### src/rtl/alu_compare_seq.sv
// Sequential magnitude/equality comparator. It walks the operands from the most significant CHUNK-bit slice down to the least.
// Latency: the result is valid m edges after accept, where m is the number of slices examined (1..NCHUNK).
// Backpressure: while the result is not taken, DONE holds the result and keeps in_ready low.
module alu_compare_seq #(
    parameter int WIDTH = 16,
    parameter int CHUNK = 4
) (
    input  logic             clk,
    input  logic             rst_n,
    input  logic             in_valid,
    output logic             in_ready,
    input  logic [WIDTH-1:0] A,
    input  logic [WIDTH-1:0] B,
    input  logic [3:0]       Op,
    input  logic             sgn,
    output logic             out_valid,
    input  logic             out_ready,
    output logic [3:0]       outp,
    output logic             eq,
    output logic             gt,
    output logic             lt,
    output logic             busy
);

    localparam int NCHUNK = WIDTH / CHUNK;
    localparam int IDXW   = (NCHUNK > 1) ? $clog2(NCHUNK) : 1;

    localparam logic [3:0] OP_EQ = 4'b1001;
    localparam logic [3:0] OP_NE = 4'b1011;
    localparam logic [3:0] OP_GT = 4'b1101;
    localparam logic [3:0] OP_LT = 4'b1111;
    localparam logic [3:0] OP_GE = 4'b1100;
    localparam logic [3:0] OP_LE = 4'b1110;

    typedef enum logic [1:0] {
        IDLE    = 2'd0,
        COMPARE = 2'd1,
        DONE    = 2'd2
    } state_t;

    state_t           state;
    logic [IDXW-1:0]  idx;
    logic [WIDTH-1:0] a_q;
    logic [WIDTH-1:0] b_q;
    logic [3:0]       op_q;
    logic [CHUNK-1:0] a_sl;
    logic [CHUNK-1:0] b_sl;

    // Map the relation flags onto the requested opcode. Unknown opcodes answer 0.
    function automatic logic op_result(input logic [3:0] op, input logic e,
                                       input logic g, input logic l);
        logic r;
        case (op)
            OP_EQ:   r = e;
            OP_NE:   r = ~e;
            OP_GT:   r = g;
            OP_LT:   r = l;
            OP_GE:   r = g | e;
            OP_LE:   r = l | e;
            default: r = 1'b0;
        endcase
        return r;
    endfunction

    assign in_ready = (state == IDLE);
    assign busy     = (state != IDLE);

    // Select the slice currently addressed by idx from both captured operands.
    always_comb begin
        a_sl = '0;
        b_sl = '0;
        for (int i = 0; i < NCHUNK; i++) begin
            if (idx == IDXW'(i)) begin
                a_sl = a_q[i*CHUNK +: CHUNK];
                b_sl = b_q[i*CHUNK +: CHUNK];
            end
        end
    end

    // Control FSM with registered result outputs.
    always_ff @(posedge clk or negedge rst_n) begin
        if (!rst_n) begin
            state     <= IDLE;
            idx       <= '0;
            a_q       <= '0;
            b_q       <= '0;
            op_q      <= '0;
            outp      <= '0;
            eq        <= 1'b0;
            gt        <= 1'b0;
            lt        <= 1'b0;
            out_valid <= 1'b0;
        end else begin
            case (state)
                IDLE: begin
                    if (in_valid) begin
                        // Flipping the sign bit maps two's-complement order onto unsigned order.
                        a_q   <= {A[WIDTH-1] ^ sgn, A[WIDTH-2:0]};
                        b_q   <= {B[WIDTH-1] ^ sgn, B[WIDTH-2:0]};
                        op_q  <= Op;
                        idx   <= IDXW'(NCHUNK - 1);
                        state <= COMPARE;
                    end
                end
                COMPARE: begin
                    if (a_sl > b_sl) begin
                        gt        <= 1'b1;
                        outp      <= {3'b000, op_result(op_q, 1'b0, 1'b1, 1'b0)};
                        out_valid <= 1'b1;
                        state     <= DONE;
                    end else if (a_sl < b_sl) begin
                        lt        <= 1'b1;
                        outp      <= {3'b000, op_result(op_q, 1'b0, 1'b0, 1'b1)};
                        out_valid <= 1'b1;
                        state     <= DONE;
                    end else if (idx == '0) begin
                        eq        <= 1'b1;
                        outp      <= {3'b000, op_result(op_q, 1'b1, 1'b0, 1'b0)};
                        out_valid <= 1'b1;
                        state     <= DONE;
                    end else begin
                        idx <= idx - 1'b1;
                    end
                end
                DONE: begin
                    if (out_ready) begin
                        outp      <= '0;
                        eq        <= 1'b0;
                        gt        <= 1'b0;
                        lt        <= 1'b0;
                        out_valid <= 1'b0;
                        idx       <= '0;
                        state     <= IDLE;
                    end
                end
                default: state <= IDLE;
            endcase
        end
    end

endmodule

### config.mk
export PLATFORM = sky130hd
export DESIGN_NAME = alu_compare_seq
export DESIGN_NICKNAME = d
export VERILOG_FILES = /design/src/rtl/alu_compare_seq.sv
export SDC_FILE = /design/constraint.sdc
export NUM_CORES = 1
export LEC_CHECK = 0
export ABC_CLOCK_PERIOD_IN_PS = 8400
export CORE_UTILIZATION = 54
export CTS_BUF_LIST = sky130_fd_sc_hd__clkbuf_16
export DETAILED_ROUTE_END_ITERATION = 16
export GPL_ROUTABILITY_DRIVEN = 0
export PLACE_DENSITY = 0.92
export REMOVE_ABC_BUFFERS = 1
export SLEW_MARGIN = 15
export SYNTH_ARGS = -nofsm -noshare
export SYNTH_HDL_FRONTEND = slang
export SYNTH_SLANG_ARGS = --single-unit
### constraint.sdc
create_clock -name clk -period 8.4 [get_ports clk]
set_input_delay 2.52 -clock clk [delete_from_list [all_inputs] [get_ports clk]]
set_output_delay 2.52 -clock clk [all_outputs]
set_load 0.05 [all_outputs]
# Yosys cells after proc, flatten, opt, wreduce, memory -nomap -nowiden
# Index checks and enable logic that the tools add are counted.
[word_totals]
wordCells = 90
regBits = 48
input_bits = 41
[op_classes]
n_eq_ne = 20
add_sub_neg = 1
order_cmp = 2
bitwise_logic = 2
reduce_logical = 15
mux = 40
[ops]
columns = ["op", "n"]
rows = [
  ["2-to-1 mux 4 bit", 12],
  ["== test 4 bit (second input constant)", 6],
  ["2-to-1 mux 2 bit", 9],
  ["inequality test 2 bit (second input constant)", 8],
  ["2-to-1 mux 1 bit", 12],
  ["one-hot mux 2 bit (3 select lines)", 2],
  ["AND reduction 3 bit", 3],
  ["OR reduction 3 bit", 3],
  ["one-hot mux 1 bit (2 select lines)", 4],
  ["one-hot mux 4 bit (2 select lines)", 1],
  ["== test 2 bit (second input constant)", 3],
  ["AND reduction 6 bit", 1],
  ["AND reduction 5 bit", 1],
  ["== test 2 x 1 -> 1 bit (second input constant)", 2],
  ["> comparator 4 bit", 1],
  ["zero test 2 bit", 2],
  ["less-than comparator 4 bit", 1],
  ["inequality test 4 bit (second input constant)", 1],
  ["AND reduction 4 bit", 1],
  ["nonzero test 2 bit", 2],
  ["nonzero test 3 bit", 1],
  ["AND reduction 2 bit", 1],
  ["subtractor 2 x 1 -> 2 bit (second input constant)", 1],
  ["XOR 1 bit", 2],
]

# Depth between registers and ports, before layout
[depth]
ltp_word = 9
ltp_mapped = 15
ltp_nobuf = 13

# Worst setup path before layout
# OpenSTA, ideal clock, no wires.
[synth_path]
path_kind = "reg2out"
from = "reg state[0]"
to = "out busy"
stages_incl_launch_ff = 4
slack_ns = 4.545
n_path_buf = 0
t_required_ns = 5.880
arrival_ns = 1.335
path_cell_list = "dfrtp_1 -> inv_1 -> ha_1 -> inv_1"
[synth_between]
elab_chain_cells = 1
[synth_rtl]
columns = ["item", "line", "text"]
rows = [
  ["start, declared", "41", "state_t state;"],
  ["start signal, assigned", "83", "state <= IDLE;"],
  ["start signal, assigned", "102", "state <= COMPARE;"],
  ["start signal, assigned", "110", "state <= DONE;"],
  ["nonzero test 2 bit", "66", "assign busy = (state != IDLE);"],
  ["end, declared", "22", "output logic busy"],
]
# No other way between the ends.

# Final worst setup path
# Same ends and word-level chain as after synthesis.

==> impl_metrics.xml <==
<?xml version="1.0" encoding="UTF-8"?>
<metrics>
  <group name="outcome">
    <metric name="status" unit="">complete, no violations</metric>
  </group>
  <group name="cells_and_area">
    <metric name="p_r_area_growth_vs_syn" unit="%">27.7</metric>
    <metric name="drive_above_1_share" unit="%">19.0</metric>
    <metric name="final.fill_count" unit="">304</metric>
    <metric name="finish.utilization" unit="%">73.1</metric>
    <metric name="multiInputGateArea" unit="µm²">1130</metric>
    <metric name="instances_no_fill" unit="">302</metric>
    <metric name="ff_latch_area" unit="µm²">1130</metric>
    <metric name="n_antenna_cell" unit="">0</metric>
    <metric name="final_nets" unit="">303</metric>
  </group>
  <group name="cts">
    <metric name="clkSlewWorstSetupHoldPaths" unit="ps">60</metric>
    <metric name="clockRootBuffer" unit="">clkbuf_16</metric>
    <metric name="clk_path_buf_depth" unit="">2</metric>
    <metric name="numCtsBuffers" unit="">5</metric>
    <metric name="clk_latency" unit="ps">280</metric>
    <metric name="hold_buffers" unit="">0</metric>
    <metric name="clkSinkCount" unit="">45</metric>
    <metric name="post_cts.repair.setup_buffers" unit="">0</metric>
    <metric name="tritoncts" unit="">built</metric>
    <metric name="cts_resized" unit="">0</metric>
    <metric name="clock_tree.htree_level_count" unit="">2</metric>
  </group>
  <group name="critical_path">
    <metric name="endpoint_kind" unit="">output port</metric>
    <metric name="critPathRequiredTime" unit="ps">5880</metric>
    <metric name="cp-start-kind" unit="">register</metric>
    <metric name="crit_path_max_fanout" unit="">4</metric>
    <metric name="timing.critical_path.arrival" unit="ps">1850</metric>
    <metric name="crit_type" unit="">reg -&gt; out</metric>
  </group>
  <group name="die">
    <metric name="floorplan.die_area" unit="µm²">4600</metric>
    <metric name="start_util" unit="%">57.2</metric>
    <metric name="pin_count" unit="">51</metric>
    <metric name="die_h" unit="µm">67.8</metric>
    <metric name="dieWidth" unit="µm">67.8</metric>
    <metric name="row_count" unit="">23</metric>
    <metric name="core_area" unit="µm²">4090</metric>
  </group>
  <group name="placement">
    <metric name="post_place_cells" unit="">294</metric>
    <metric name="portBuffers" unit="">47</metric>
    <metric name="dp.final_hpwl" unit="mm">3.45</metric>
  </group>
  <group name="job">
    <metric name="cap_violations" unit="">0</metric>
  </group>
  <group name="route">
    <metric name="drt_wl_total" unit="mm">4.87</metric>
    <metric name="drt_first_iter_violations" unit="">67</metric>
    <metric name="route.detailed.drc" unit="">0</metric>
    <metric name="wl_met2" unit="mm">2.58</metric>
    <metric name="wl_met1" unit="mm">2.04</metric>
    <metric name="vias" unit="">1688</metric>
    <metric name="met3_length" unit="µm">189</metric>
    <metric name="vias_per_cell" unit="">5.59</metric>
    <metric name="routed.top_layer" unit="">met4</metric>
    <metric name="drt-wirelength-per-cell" unit="µm">16.1</metric>
    <metric name="drt_first_pass_iters" unit="">4</metric>
    <metric name="final_antenna_net_count" unit="">0</metric>
  </group>
  <group name="timing">
    <metric name="finalCriticalPeriod" unit="ps">4370</metric>
    <metric name="timing.final.max_slew_violations" unit="">0</metric>
    <metric name="setup_tns" unit="ps">0</metric>
    <metric name="max_slew_margin" unit="%">34.9</metric>
    <metric name="rsz0062_at_grt" unit="">no</metric>
    <metric name="clock-skew-final" unit="ps">2.67</metric>
    <metric name="timing_hold_violations_final" unit="">0</metric>
    <metric name="worst_slew_pin_slew" unit="ps">977</metric>
    <metric name="number_of_setup_violations_in_the_final_report" unit="">0</metric>
    <metric name="final.period_utilization" unit="%">52.0</metric>
    <metric name="fmaxAchievable" unit="GHz">0.229</metric>
  </group>
  <group name="power">
    <metric name="power_leakage" unit="nW">1.27</metric>
    <metric name="power_dens_cells" unit="nW/µm²">397</metric>
    <metric name="worst_ir_drop_vdd" unit="µV">179</metric>
    <metric name="fin_total_pwr" unit="mW">1.18</metric>
  </group>
  <group name="logic_synthesis">
    <metric name="yosys.cell_count.top_type" unit="">dfrtp_1</metric>
    <metric name="postSynth.asyncResetShare" unit="%">100</metric>
    <metric name="synth.cell_area" unit="µm²">2340</metric>
    <metric name="yosys.cell_types.count" unit="">36</metric>
    <metric name="synth_sequential_area_ratio" unit="%">48.2</metric>
    <metric name="syn-instance-count" unit="">205</metric>
    <metric name="synthesis.area_per_instance" unit="µm²">11.4</metric>
    <metric name="synth.cells.most_frequent" unit="">dfrtp_1 (45), mux2_2 (34), nand2_1 (15), o21ai_0 (15), a21oi_1 (14)</metric>
    <metric name="synth_top_area_cell" unit="">dfrtp_1</metric>
    <metric name="ys_ff_latch" unit="">45</metric>
    <metric name="synth_enable_flop_cells" unit="">0</metric>
    <metric name="post-synth-top-area-fraction" unit="%">48.2</metric>
    <metric name="number_of_warnings_reported_in_the_yosys_synthesis_log" unit="">0</metric>
    <metric name="ys_top_cells_by_area" unit="">dfrtp_1 (48%), mux2_2 (16%), ha_1 (5.9%), o21ai_0 (3.2%), a21oi_1 (3.0%)</metric>
    <metric name="dominantRegCellSynth" unit="">dfrtp_1</metric>
  </group>
  <group name="global_route">
    <metric name="via_count_of_the_first_global_routing_pass" unit="">1785</metric>
    <metric name="grt_antenna_before_repair" unit="">0</metric>
    <metric name="grt_pass1_wl" unit="mm">8.00</metric>
    <metric name="grt_overflow_total" unit="">0</metric>
    <metric name="grt_util_all_layers" unit="%">24.1</metric>
    <metric name="grt_max_degree" unit="">46</metric>
  </group>
  <group name="worst_hold_path">
    <metric name="holdCritPathClass" unit="">reg -&gt; reg</metric>
  </group>
</metrics>
-- registers in the layout, summed over array words and instances (netlist names) --
name,count
op_q,4
lt,1
eq,1
idx,2
state,2
b_q,16
a_q,16
out_valid,1
gt,1
outp,1
-- worst max-delay path, stage by stage, from the launching register on --
cell	delay [ps]
dfrtp_1	350
inv_1	70
ha_1	240
inv_1	90
clkdlybuf4s50_1	810
-- stage by stage --
stage | cell area, µm² | hold slack [ps] | worst slack, ps
final | 2990 | 484 | 4030
after global routing | 2990 | 515 | 3950
after CTS | 2990 | 491 | 4020
after detailed placement | 2820 | 478 | 3940
after global placement | 2820 | 464 | 3980
after floorplan | 2290 | 450 | 4550
-- report_power, final --
group          leakage (nW)  internal, mW  total [mW]  switching (mW)
sequential            0.525         0.324       0.387          0.0632
combinational         0.664         0.260       0.581           0.321
clock                0.0826         0.138       0.217          0.0784
-- per-layer routing --
layer,global-route usage (%),up-vias
li1,-,823
met4,9.11,0
met5,0,-
met3,6.08,6
met1,27.8,813
met2,42.7,46
-- final timing paths --
kind | startpoint | endpoint | slack [ps] | cells after the start
hold reg to reg | b_q[15] | b_q[15] | 480 | 2
setup / recovery | state[0] | busy | 4030 | 4
setup reg to reg | idx[0] | outp[0] | 4840 | 11
min in group asynchronous | rst_n | state[0] | 2390 | 1
max in group asynchronous | rst_n | state[1] | 5400 | 1
hold / removal | b_q[15] | b_q[15] | 480 | 2
-- cell type report --
| type | instances | area share [%] |
|---|---|---|
| multi-input cells | 142 | 37.8 |
| flip-flops and latches | 45 | 37.7 |
| repair buffers | 48 | 15.8 |
| clock buffers | 5 | 4.19 |
| well taps | 50 | 2.09 |
| clock inverters | 3 | 1.26 |
| inverters | 9 | 1.13 |
-- logic make-up (layout without fill, tap and decap cells) --
kind of cell	after synthesis	after routing	share of synthesized area, %
xor+xnor	2	2	0.749
buf+inv	20	65	3.91
fa+ha+maj	11	11	5.89
other cells	1	3	0.160
flops	45	45	48.2
simple gates	35	35	7.60
compound gates	55	55	16.3
mux	36	36	17.2
-- placed cells by master (no fill, tap or decap), drive strengths merged, types with 3 or more instances in the layout --
| master | n |
|---|---|
| clkdlybuf4s50 | 46 |
| dfrtp | 45 |
| mux2 | 34 |
| o21ai | 16 |
| nand2 | 15 |
| a21oi | 14 |
| ha | 11 |
| inv | 10 |
| nor3 | 7 |
| nor2b | 6 |
| clkbuf | 5 |
| nor2 | 4 |
| a221oi | 4 |
| a22oi | 3 |
| o31ai | 3 |
| conb | 3 |
No activity file was read; power rests on OpenSTA's default activity.
